**config.mk**
```make
export PLATFORM = sky130hd
export DESIGN_NAME = regfile_wb_arbiter
export DESIGN_NICKNAME = d
export VERILOG_FILES = /design/src/rtl/regfile_wb_arbiter.sv
export SDC_FILE = /design/constraint.sdc
export NUM_CORES = 1
export LEC_CHECK = 0
export BUFFER_PORTS_ARGS = -buffer_cell sky130_fd_sc_hd__buf_4
export CAP_MARGIN = 15
export CORE_UTILIZATION = 55
export DETAILED_ROUTE_END_ITERATION = 10
export PLACE_DENSITY = 0.8
export SLEW_MARGIN = 20
export SYNTH_ARGS = -nofsm -noshare
export SYNTH_HDL_FRONTEND = slang
export SYNTH_SLANG_ARGS = --single-unit
```
**constraint.sdc**
```tcl
create_clock -name clk -period 5 [get_ports clk]
set_input_delay 1 -clock clk [delete_from_list [all_inputs] [get_ports clk]]
set_output_delay 1 -clock clk [all_outputs]
set_load 0.01 [all_outputs]
```
**src/rtl/regfile_wb_arbiter.sv**
```systemverilog
// regfile_wb_arbiter
//   Three-port write-back arbiter in front of a single register-file write
//   port. Each requester (0 = ALU, 1 = load unit, 2 = link) owns a one-entry
//   holding buffer. One buffered entry is retired per cycle onto the
//   registered write port unless the register file stalls.
//
// Handshake: a request on port p transfers on a rising edge where
//   req_valid[p] and req_ready[p] are both high. req_ready[p] never depends
//   on req_valid[p] itself; it may depend on lower-index ports' req_valid,
//   because two ports cannot be accepted for the same register in one cycle.
//
// Ports
//   clk          clock, rising edge
//   reset        synchronous, active-high
//   req_valid    [2:0]   per-port request valid
//   req_addr     [11:0]  per-port destination register, port p at [4p+3:4p]
//   req_data     [95:0]  per-port write data, port p at [32p+31:32p]
//   req_ready    [2:0]   per-port accept
//   rf_hold      register-file stall; no write issued while high
//   we           registered write enable
//   waddr        [3:0]   registered write address
//   wdata        [31:0]  registered write data
//   pc_redirect  high together with we when waddr == 15
//   busy         [15:0]  busy[r] high while a buffered entry targets r
//
// Configuration
//   WB_ARB_FIXED_PRIO_EN  defined: fixed priority, port 2 > port 1 > port 0,
//                         no round-robin pointer.
//                         undefined (default): round-robin grant.
module regfile_wb_arbiter (
  input  logic        clk,
  input  logic        reset,
  input  logic [2:0]  req_valid,
  input  logic [11:0] req_addr,
  input  logic [95:0] req_data,
  output logic [2:0]  req_ready,
  input  logic        rf_hold,
  output logic        we,
  output logic [3:0]  waddr,
  output logic [31:0] wdata,
  output logic        pc_redirect,
  output logic [15:0] busy
);

  // Holding buffers
  logic [2:0]  r_buf_valid;
  logic [3:0]  r_buf_addr [3];
  logic [31:0] r_buf_data [3];

  // Registered write port
  logic        r_we;
  logic [3:0]  r_waddr;
  logic [31:0] r_wdata;
  logic        r_pc_redirect;

  logic [3:0]  w_in_addr [3];
  logic [31:0] w_in_data [3];
  logic [2:0]  w_grant;
  logic [2:0]  w_ready;
  logic [2:0]  w_accept;
  logic [3:0]  w_gnt_addr;
  logic [31:0] w_gnt_data;
  logic [15:0] w_busy;

  always_comb begin
    for (int p = 0; p < 3; p++) begin
      w_in_addr[p] = req_addr[4*p +: 4];
      w_in_data[p] = req_data[32*p +: 32];
    end
  end

`ifdef WB_ARB_FIXED_PRIO_EN
  // Fixed priority: port 2 > port 1 > port 0.
  always_comb begin
    w_grant = 3'b000;
    if (!rf_hold) begin
      if (r_buf_valid[2])      w_grant = 3'b100;
      else if (r_buf_valid[1]) w_grant = 3'b010;
      else if (r_buf_valid[0]) w_grant = 3'b001;
    end
  end
`else
  // r_prio names the highest-priority port for the current cycle. After
  // granting port i it becomes i+1 (mod 3), so order is i+1, i+2, i.
  logic [1:0] r_prio;

  always_comb begin
    w_grant = 3'b000;
    if (!rf_hold) begin
      case (r_prio)
        2'd1: begin
          if (r_buf_valid[1])      w_grant = 3'b010;
          else if (r_buf_valid[2]) w_grant = 3'b100;
          else if (r_buf_valid[0]) w_grant = 3'b001;
        end
        2'd2: begin
          if (r_buf_valid[2])      w_grant = 3'b100;
          else if (r_buf_valid[0]) w_grant = 3'b001;
          else if (r_buf_valid[1]) w_grant = 3'b010;
        end
        default: begin
          if (r_buf_valid[0])      w_grant = 3'b001;
          else if (r_buf_valid[1]) w_grant = 3'b010;
          else if (r_buf_valid[2]) w_grant = 3'b100;
        end
      endcase
    end
  end

  // Pointer freezes while rf_hold is high because no grant is issued.
  always_ff @(posedge clk) begin
    if (reset) begin
      r_prio <= 2'd0;
    end else begin
      case (w_grant)
        3'b001:  r_prio <= 2'd1;
        3'b010:  r_prio <= 2'd2;
        3'b100:  r_prio <= 2'd0;
        default: r_prio <= r_prio;
      endcase
    end
  end
`endif

  // Accept logic. A port may refill its own buffer in the cycle that buffer
  // is granted. A request is refused while any other buffer (granted this
  // cycle or not) holds the same register, and when a lower-index port is
  // accepting that register now; together these keep at most one buffered
  // entry per register, so same-register writes retire in acceptance order.
  always_comb begin
    logic [2:0] rdy;
    logic [2:0] acc;
    rdy = 3'b000;
    acc = 3'b000;
    for (int p = 0; p < 3; p++) begin
      rdy[p] = !reset && (!r_buf_valid[p] || w_grant[p]);
      for (int q = 0; q < 3; q++) begin
        if (q != p && r_buf_valid[q] && (r_buf_addr[q] == w_in_addr[p]))
          rdy[p] = 1'b0;
        if (q < p && acc[q] && (w_in_addr[q] == w_in_addr[p]))
          rdy[p] = 1'b0;
      end
      acc[p] = rdy[p] && req_valid[p];
    end
    w_ready  = rdy;
    w_accept = acc;
  end

  // Grant is one-hot, so an OR of the gated entries is the selected entry.
  always_comb begin
    w_gnt_addr = 4'h0;
    w_gnt_data = 32'h0;
    for (int p = 0; p < 3; p++) begin
      if (w_grant[p]) begin
        w_gnt_addr = w_gnt_addr | r_buf_addr[p];
        w_gnt_data = w_gnt_data | r_buf_data[p];
      end
    end
  end

  always_comb begin
    w_busy = 16'h0;
    for (int p = 0; p < 3; p++) begin
      if (r_buf_valid[p]) w_busy[r_buf_addr[p]] = 1'b1;
    end
  end

  // Buffers: a refill on accept takes precedence over the free on grant.
  always_ff @(posedge clk) begin
    if (reset) begin
      r_buf_valid <= 3'b000;
      for (int p = 0; p < 3; p++) begin
        r_buf_addr[p] <= 4'h0;
        r_buf_data[p] <= 32'h0;
      end
    end else begin
      for (int p = 0; p < 3; p++) begin
        if (w_accept[p]) begin
          r_buf_valid[p] <= 1'b1;
          r_buf_addr[p]  <= w_in_addr[p];
          r_buf_data[p]  <= w_in_data[p];
        end else if (w_grant[p]) begin
          r_buf_valid[p] <= 1'b0;
        end
      end
    end
  end

  // Write port: address and data hold their last values on idle cycles.
  always_ff @(posedge clk) begin
    if (reset) begin
      r_we          <= 1'b0;
      r_waddr       <= 4'h0;
      r_wdata       <= 32'h0;
      r_pc_redirect <= 1'b0;
    end else if (|w_grant) begin
      r_we          <= 1'b1;
      r_waddr       <= w_gnt_addr;
      r_wdata       <= w_gnt_data;
      r_pc_redirect <= (w_gnt_addr == 4'hF);
    end else begin
      r_we          <= 1'b0;
      r_pc_redirect <= 1'b0;
    end
  end

  // Outputs are forced to their idle values for the whole time reset is
  // high, including the first cycle before the reset edge is taken.
  assign req_ready   = w_ready;
  assign we          = r_we && !reset;
  assign waddr       = reset ? 4'h0 : r_waddr;
  assign wdata       = reset ? 32'h0 : r_wdata;
  assign pc_redirect = r_pc_redirect && !reset;
  assign busy        = reset ? 16'h0 : w_busy;

endmodule

```
======== Yosys cells after proc, flatten, opt, wreduce, memory -nomap -nowiden ========
Memories as Yosys holds them, arrays and structs flattened.
Cells that the tools add are included.
storage, ports and cells
  flip-flop bits (word level) ............. 43
  memory bits (writable) .................. 108
  word-level logic and storage cells ...... 140
  output and inout port bits .............. 57
  input port bits ......................... 114
  memories ................................ 2
cells by class
  reductions and logical operators ........ 33
  bitwise gates (word level) .............. 13
  order comparisons ....................... 6
  eq/ne operators ......................... 15
  mux-type cells .......................... 63
memory list
  name        depth  bits a word  rd ports  clocked after Yosys merged registers in  write ports  RTL line  RTL
  r_buf_data  3      32           3         0                                        3            48        logic [31:0] r_buf_data [3];
  r_buf_addr  3      4            3         0                                        3            47        logic [3:0] r_buf_addr [3];
operator list
  kind                number
  $mux 32             7
  $mux 16             4
  $or 32x32->32       2
  $eq 4x4->1          9
  $or 16x16->16       2
  $mux 1              31
  $mux 4              7
  $mux 3              7
  $logic_and 1x1->1   20
  $lt 4x5->1 const B  3
  $demux 1 s4         3
  $ge 4x1->1 const B  3
  $or 4x4->4          2
  $or 1x1->1          6
  $pmux 2 s3          1
  $pmux 3 s2          1
  $reduce_bool 2->1   3
  $eq 4x4->1 const B  1
  $logic_not 1->1     4
  $mux 2              2
  $eq 3x1->1 const B  1
  $eq 3x2->1 const B  1
  $eq 3x3->1 const B  1
  $logic_or 1x1->1    3
  other kinds (6)     6

======== Logic depth before layout (Yosys ltp) ========
Gate-level depths: netlist (run 1).
  depth in word-level cells ............... 21
  gate-level depth with buffers ........... 11
  depth with buffers taken out ............ 8

======== Worst setup path before layout (run 1) ========
No wires, ideal clock.
  path type ............................... input to register
  from .................................... input req_addr[8]
  to ...................................... memory r_buf_addr[2][2] (netlist: r_buf_addr[0][10]) (enable)
  slack ................................... 0.625 ns
  library setup time ...................... 0.437 ns
  data arrival time ....................... 3.939 ns
  buffers on the path ..................... 1
  data required time ...................... 4.563 ns
  stages on the path ...................... 7
  cell sequence ........................... clkbuf_1 -> xor2_1 -> nor3_1 -> a31o_2 -> nor4b_2 -> a21bo_2 -> o21bai_1
RTL lines
  element             RTL line  RTL
  start: declaration  34        input logic [11:0] req_addr,
  end: declaration    47

======== Final worst setup path (run 1) ========
  from .................................... input req_addr[3]
  to ...................................... output req_ready[2]
between the ends
  longest elaborated chain between the ends .. 11
  elaborated cells on any way between the ends .. 18
  classes of those cells .................. eq/ne: 4; mux: 7; reduce/logical: 7
RTL lines
  element              RTL line  RTL
  $eq 4x4->1           138       if (q != p && r_buf_valid[q] && (r_buf_addr[q] == w_in_addr[p]))
  $logic_and 1x1->1    138
  $mux 1 (2 in a row)  138
  $logic_and 1x1->1    143       acc[p] = rdy[p] && req_valid[p];
  $logic_and 1x1->1    140       if (q < p && acc[q] && (w_in_addr[q] == w_in_addr[p]))
  $mux 1               140
  $mux 1               138
  $logic_and 1x1->1    143
  $logic_and 1x1->1    140
  $mux 1 (*)           140
  end: declaration     36        output logic [2:0] req_ready,
Mark *: on every way between the ends. The rest lies on a longest branch, timed or not.

==> flow_metrics.tcl, run 1 <==
set metrics [dict create \
    numClockSinks 151 \
    drtIter0Drc 647 \
    synthXorXnorAreaFrac_pct 4.18 \
    synth_edf_count 108 \
    die-height_um 119 \
    status "finished, final reports clean" \
    routed_wl_mm 19.1 \
    ys_warn_count 0 \
    dr.pass1.iters 6 \
    post-cts-setup-buffers 0 \
    clkPwrFrac_pct 36.5 \
    placedCellCount 961 \
    synth_cells 672 \
    hp-class "reg2reg" \
    synth_cell_type_count 57 \
    antenna_found_initial 0 \
    drive_above_1_share_pct 31.0 \
    core.rowCount 42 \
    dieArea_um2 14200 \
    antenna_cells 0 \
    synth_area_per_cell_um2 11.2 \
    required_ns 4.00 \
    ios 171 \
    synth_top_family_by_area "simple AND/OR/NAND/NOR gates" \
    synth-seq-area-share_pct 54.4 \
    slew_violations 0 \
    layout_commonest_cell "buf_4" \
    ctsHoldBuffers 0 \
    fillers 920 \
    hold_violations 0 \
    fin_setup_tns_ns 0 \
    cts.clk_slew.worst_paths_ns 0.06 \
    ctsResizeCount 0 \
    seq_power_share_pct 45.0 \
    cts-root-buf "clkbuf_16" \
    power_density_nw_per_um2 383 \
    wl_per_cell_um 19.3 \
    final_cell_mix "buf_4, nor2b_1, edfxtp_1, nor2_1, dfxtp_1" \
    cts_buffer_depth 2 \
    die_w_um 119 \
    area_growth_pct 25.1 \
    cts_tree "done" \
    synth_fa_ha_area_share_pct 0.332 \
    fin_crit_sh_pct 79.1 \
    rr_startpoint "r_prio[0]" \
    final_nets 920 \
    grt_use_total_pct 27.5 \
    start_kind "input port" \
    fin_cells 993 \
    leakagePower_nw 3.56 \
    via_per_inst 5.86 \
    period_needed_ns 3.96 \
    relSlewSlack_pct 29.3 \
    rsz0062_at_grt "no" \
    drc 0 \
    grt_max_degree 76 \
    power_switching_uw 998 \
    gp_congestion 0.891 \
    synthTopCellsByArea "edfxtp_1, nor2b_1, dfxtp_1" \
    yosysTopAreaCellShare_pct 43.0 \
    synth_simple_gate_area_share_pct 21.4 \
    ant_nets 0 \
    synth-seq-cells 151 \
    fmax_mhz 253 \
    peakVddDrop_v 0.000357 \
    grt_pass1_vias 5789 \
    numCtsBuffers 17 \
    insertion_delay_ns 0.42 \
    path_class "in2out" \
    initial_utilization_pct 56.8 \
    max_cap_violations 0 \
    tightestPinTransition_ns 1.06 \
    internal-power_mw 2.62 \
    cp_max_fo 5 \
    synthFlopType "edfxtp_1" \
    synth_top_area_cell "edfxtp_1" \
    worstSetupStartpoint "req_addr[3]" \
    power_switching_share_pct 27.6 \
    arrival_ns 2.96 \
    finalClockSkew_ns 0.00608 \
    setup_violations 0 \
    grt_pass1_wl_mm 29.8 \
    combPwrFrac_pct 18.5 \
    worst_setup_path_end_kind "output port" \
    synthMuxAreaShare_pct 0 \
    synth_compound_area_share_pct 15.4 \
    htree_levels 4 \
    portBuffers 170 \
    worstHoldStart "r_waddr[3]" \
    design.core.area_um2 13300 \
    hpwlAfterDp_mm 12.2 \
    gr-total-overflow 0 \
    async_reset_ff_share_pct 0 \
    vias 5820 \
    synth_nets 788 \
    synthesis.area_um2 7550 \
]
worst max-delay path: stages:
cell and delay (ns):
buf_4 0.14, xnor2_1 0.16, nand3_1 0.10, nor3_1 0.31, and4bb_2 0.33, a211oi_1 0.60
a211oi_1 0.13, buf_4 0.19
stage by stage:
| stage | instance area (µm²) | setup WS [ns] | total power, mW | util [%] | hold WS [ns] |
|---|---|---|---|---|---|
| floorplan | 7550 | 0.625 | 2.08 | - | 0.432 |
| global placement | 8820 | 1.15 | 2.29 | 66.4 | 0.444 |
| detailed placement | 8820 | 1.11 | 2.31 | 66.4 | 0.445 |
| CTS | 9440 | 1.08 | 3.63 | 71.0 | 0.453 |
| global route | 9440 | 0.899 | 3.76 | 71.0 | 0.473 |
| finish | 9440 | 1.04 | 3.62 | 71.0 | 0.458 |
worst paths after layout:
check | to | slack [ns] | cells past startpoint
setup / recovery | req_ready[2] | 1.04 | 8
hold / removal | r_waddr[3] | 0.46 | 2
setup reg to reg | r_wdata[16] | 1.49 | 8
hold reg to reg | r_waddr[3] | 0.46 | 2
cells in the mapped netlist, types with 2 or more instances:
| cell type | count |
|---|---|
| a211oi_1 | 5 |
| a211oi_2 | 30 |
| a21o_1 | 2 |
| a21oi_1 | 19 |
| a221o_1 | 2 |
| a222oi_1 | 35 |
| a22oi_1 | 11 |
| a31oi_1 | 4 |
| and2_1 | 2 |
| and3_1 | 3 |
| buf_1 | 5 |
| buf_2 | 16 |
| buf_4 | 4 |
| buf_6 | 4 |
| clkbuf_1 | 33 |
| dfxtp_1 | 43 |
| edfxtp_1 | 108 |
| ha_1 | 2 |
| inv_1 | 7 |
| nand2_1 | 19 |
| nand2b_1 | 2 |
| nand3_1 | 17 |
| nor2_1 | 53 |
| nor2b_1 | 159 |
| nor3_1 | 14 |
| nor3b_1 | 4 |
| nor4_1 | 2 |
| o21ai_0 | 2 |
| o31ai_1 | 2 |
| or3_1 | 2 |
| xnor2_1 | 20 |
| xor2_1 | 16 |
sequential cells by signal, indices dropped and copies added (netlist names):
name and cells:
r_buf_valid 3, r_buf_data 96, r_waddr 4, r_pc_redirect 1, r_prio 2, r_we 1, r_buf_addr 12, r_wdata 32
power by group through the flow:
stage	combinational [mW]	clock, mW	sequential (mW)
after floorplan	0.486	0	1.60
after global placement	0.646	0	1.64
after detailed placement	0.665	0	1.65
after CTS	0.671	1.34	1.62
after global routing	0.729	1.39	1.64
final	0.670	1.32	1.63
metal layers:
metal / part of all wire (%) / track usage, %
met1: 41 / 35.9
met2: 50 / 45.4
met3: 7.8 / 5.46
met4: 1.6 / 10.0
met5: 0 / 0
cells by family (layout without fill, tap and decap cells):
| family | after synthesis | count (layout) |
|---|---|---|
| and+or+nand+nor | 287 | 287 |
| DFF | 151 | 151 |
| AOI/OAI and AO/OA | 126 | 126 |
| buffers and inverters | 70 | 215 |
| xor gates and xnor gates | 36 | 36 |
| adders and majority gates | 2 | 2 |
final cells by class:
class | count | area, µm² | area share (%)
clock inverter | 15 | 193 | 2.04
multi-input combinational | 451 | 3150 | 33.4
timing repair buffer | 176 | 1320 | 14.0
clock buffer | 17 | 425 | 4.51
tap | 176 | 220 | 2.33
sequential | 151 | 4100 | 43.5
inverter | 7 | 26.3 | 0.278
Note: power is estimated with default switching activity, not from simulation.
==> run 2: changes to the inputs <==
--- a/config.mk
+++ b/config.mk
@@ -7,9 +7,9 @@
 export LEC_CHECK = 0
 export BUFFER_PORTS_ARGS = -buffer_cell sky130_fd_sc_hd__buf_4
 export CAP_MARGIN = 15
-export CORE_UTILIZATION = 55
+export CORE_UTILIZATION = 49
 export DETAILED_ROUTE_END_ITERATION = 10
-export PLACE_DENSITY = 0.8
+export PLACE_DENSITY = 0.75
 export SLEW_MARGIN = 20
 export SYNTH_ARGS = -nofsm -noshare
 export SYNTH_HDL_FRONTEND = slang
==> constraint.sdc (replaced) <==
create_clock -name clk -period 3.35 [get_ports clk]
set_input_delay 0.67 -clock clk [delete_from_list [all_inputs] [get_ports clk]]
set_output_delay 0.67 -clock clk [all_outputs]
set_load 0.01 [all_outputs]
==> flow_metrics.tcl, run 2 (synthesis results as in run 1) <==
set metrics [dict create \
    antenna_found_initial 0 \
    grt_util_met1_pct 33.0 \
    cts.clk_slew.worst_paths_ns 0.06 \
    largestRegisters "r_buf_data: 96 flops, r_wdata: 32 flops, r_buf_addr: 12 flops" \
    gp_congestion 0.926 \
    grt_max_degree 92 \
    numCtsBuffers 17 \
    antenna_cells 0 \
    routed_wl_mm 20.1 \
    start_kind "register" \
    drive_above_1_share_pct 32.4 \
    period_needed_ns 3.29 \
    fin_crit_sh_pct 98.1 \
    fin_setup_tns_ns 0 \
    drc 0 \
    ios 171 \
    met3_usage_pct 4.80 \
    initial_utilization_pct 51.2 \
    status "finished, final reports clean" \
    peakVddDrop_v 0.000449 \
    vias 5858 \
    cts_buffer_depth 2 \
    insertion_delay_ns 0.42 \
    cts_tree "done" \
    hold_violations 0 \
    numClockSinks 151 \
    slew_violations 0 \
    cts-root-buf "clkbuf_16" \
    required_ns 2.68 \
    htree_levels 4 \
    layout_commonest_cell "buf_4" \
    regMostFlops "r_buf_data" \
    grt_pass1_vias 5902 \
    gr-total-overflow 0 \
    setup_violations 0 \
    hp-class "reg2reg" \
    wl_per_cell_um 19.8 \
    via_per_inst 5.77 \
    final_cell_mix "buf_4, nor2b_1, edfxtp_1, nor2_1, dfxtp_1" \
    worst_setup_path_end_kind "output port" \
    dr.pass1.iters 7 \
    area_growth_pct 28.1 \
    drtIter0Drc 540 \
    ant_nets 0 \
    relSlewSlack_pct 55.2 \
    arrival_ns 2.62 \
    die_w_um 126 \
    path_class "reg2out" \
    power_density_nw_per_um2 579 \
    die-height_um 126 \
    largest_register_ff_count 96 \
    max_cap_violations 0 \
    core.rowCount 44 \
    final_nets 934 \
    grt_pass1_wl_mm 31.3 \
    tightestPinTransition_ns 0.670 \
    leakagePower_nw 3.67 \
    final_util_pct 65.5 \
    top_usage_layer "met2" \
    design.core.area_um2 14800 \
    fmax_mhz 304 \
    portBuffers 170 \
    cp_max_fo 10 \
    grt_use_total_pct 25.8 \
    hpwlAfterDp_mm 13.4 \
    finalClockSkew_ns 0.0112 \
    dieArea_um2 15900 \
    met2_usage_pct 42.6 \
]
## run 2: cell types whose count changed in the layout (fill, tap and decap cells not counted), sizes merged
cell and delta:
buf +14, clkinv -4, clkinvlp +3, bufinv +2, inv -2, clkbuf +1
## run 2: per-layer routing
| layer | routed length [µm] | up-vias |
|---|---|---|
| li1 | - | 2724 |
| met1 | 8690 | 2840 |
| met2 | 9720 | 261 |
| met3 | 1180 | 33 |
| met4 | 459 | 0 |
| met5 | 0 | - |
## run 2: layout make-up
cell class | instances | area (µm²)
fillers | 1141 | 5090
clock buffers | 18 | 429
flip-flops and latches | 151 | 4100
multi-input cells | 451 | 3170
clock inverters | 14 | 223
repair buffers | 190 | 1490
inverters | 7 | 26.3
well taps | 184 | 230
## run 2: critical path, stage by stage (launching register included)
cell and delay [ns]:
edfxtp_1 0.60, xnor2_1 0.24, nand3_1 0.08, nor3_1 0.27
and4bb_2 0.33, a211oi_1 0.39, a211oi_2 0.11, buf_4 0.17
## run 2: final timing paths
check,startpoint,end,slack (ns),cells after the start
max,r_buf_addr[0][8],req_ready[2],0.06,7
min,r_waddr[3],r_waddr[3],0.46,2
max reg2reg,r_prio[0],r_buf_data[0][32],0.47,8
min reg2reg,r_waddr[3],r_waddr[3],0.46,2
## run 2: through the flow
step	setup WS (ns)	hold WS [ns]	std cells	instance area [µm²]	total power, mW
final	0.0633	0.459	1015	9670	5.59
after global routing	-0.0311	0.484	1015	9670	5.81
after CTS	0.0288	0.462	1013	9640	5.61
after detailed placement	0.383	0.454	981	8990	3.50
after global placement	0.453	0.446	981	8990	3.47
after floorplan	0.0675	0.432	672	7550	3.11
## run 2: what timing repair did
action / CTS / global route
setup endpoints to repair: 1 / 1
resized for setup: 2 / 2
hold buffers: 0 / 0
buffers inserted: 0 / 2
## run 2: where the power goes
group / internal [mW] / leakage (nW) / switching [mW]
Clock: 1.33 / 0.310 / 0.775
Combinational: 0.475 / 1.87 / 0.592
Sequential: 2.28 / 1.49 / 0.136
Total: 4.09 / 3.67 / 1.50
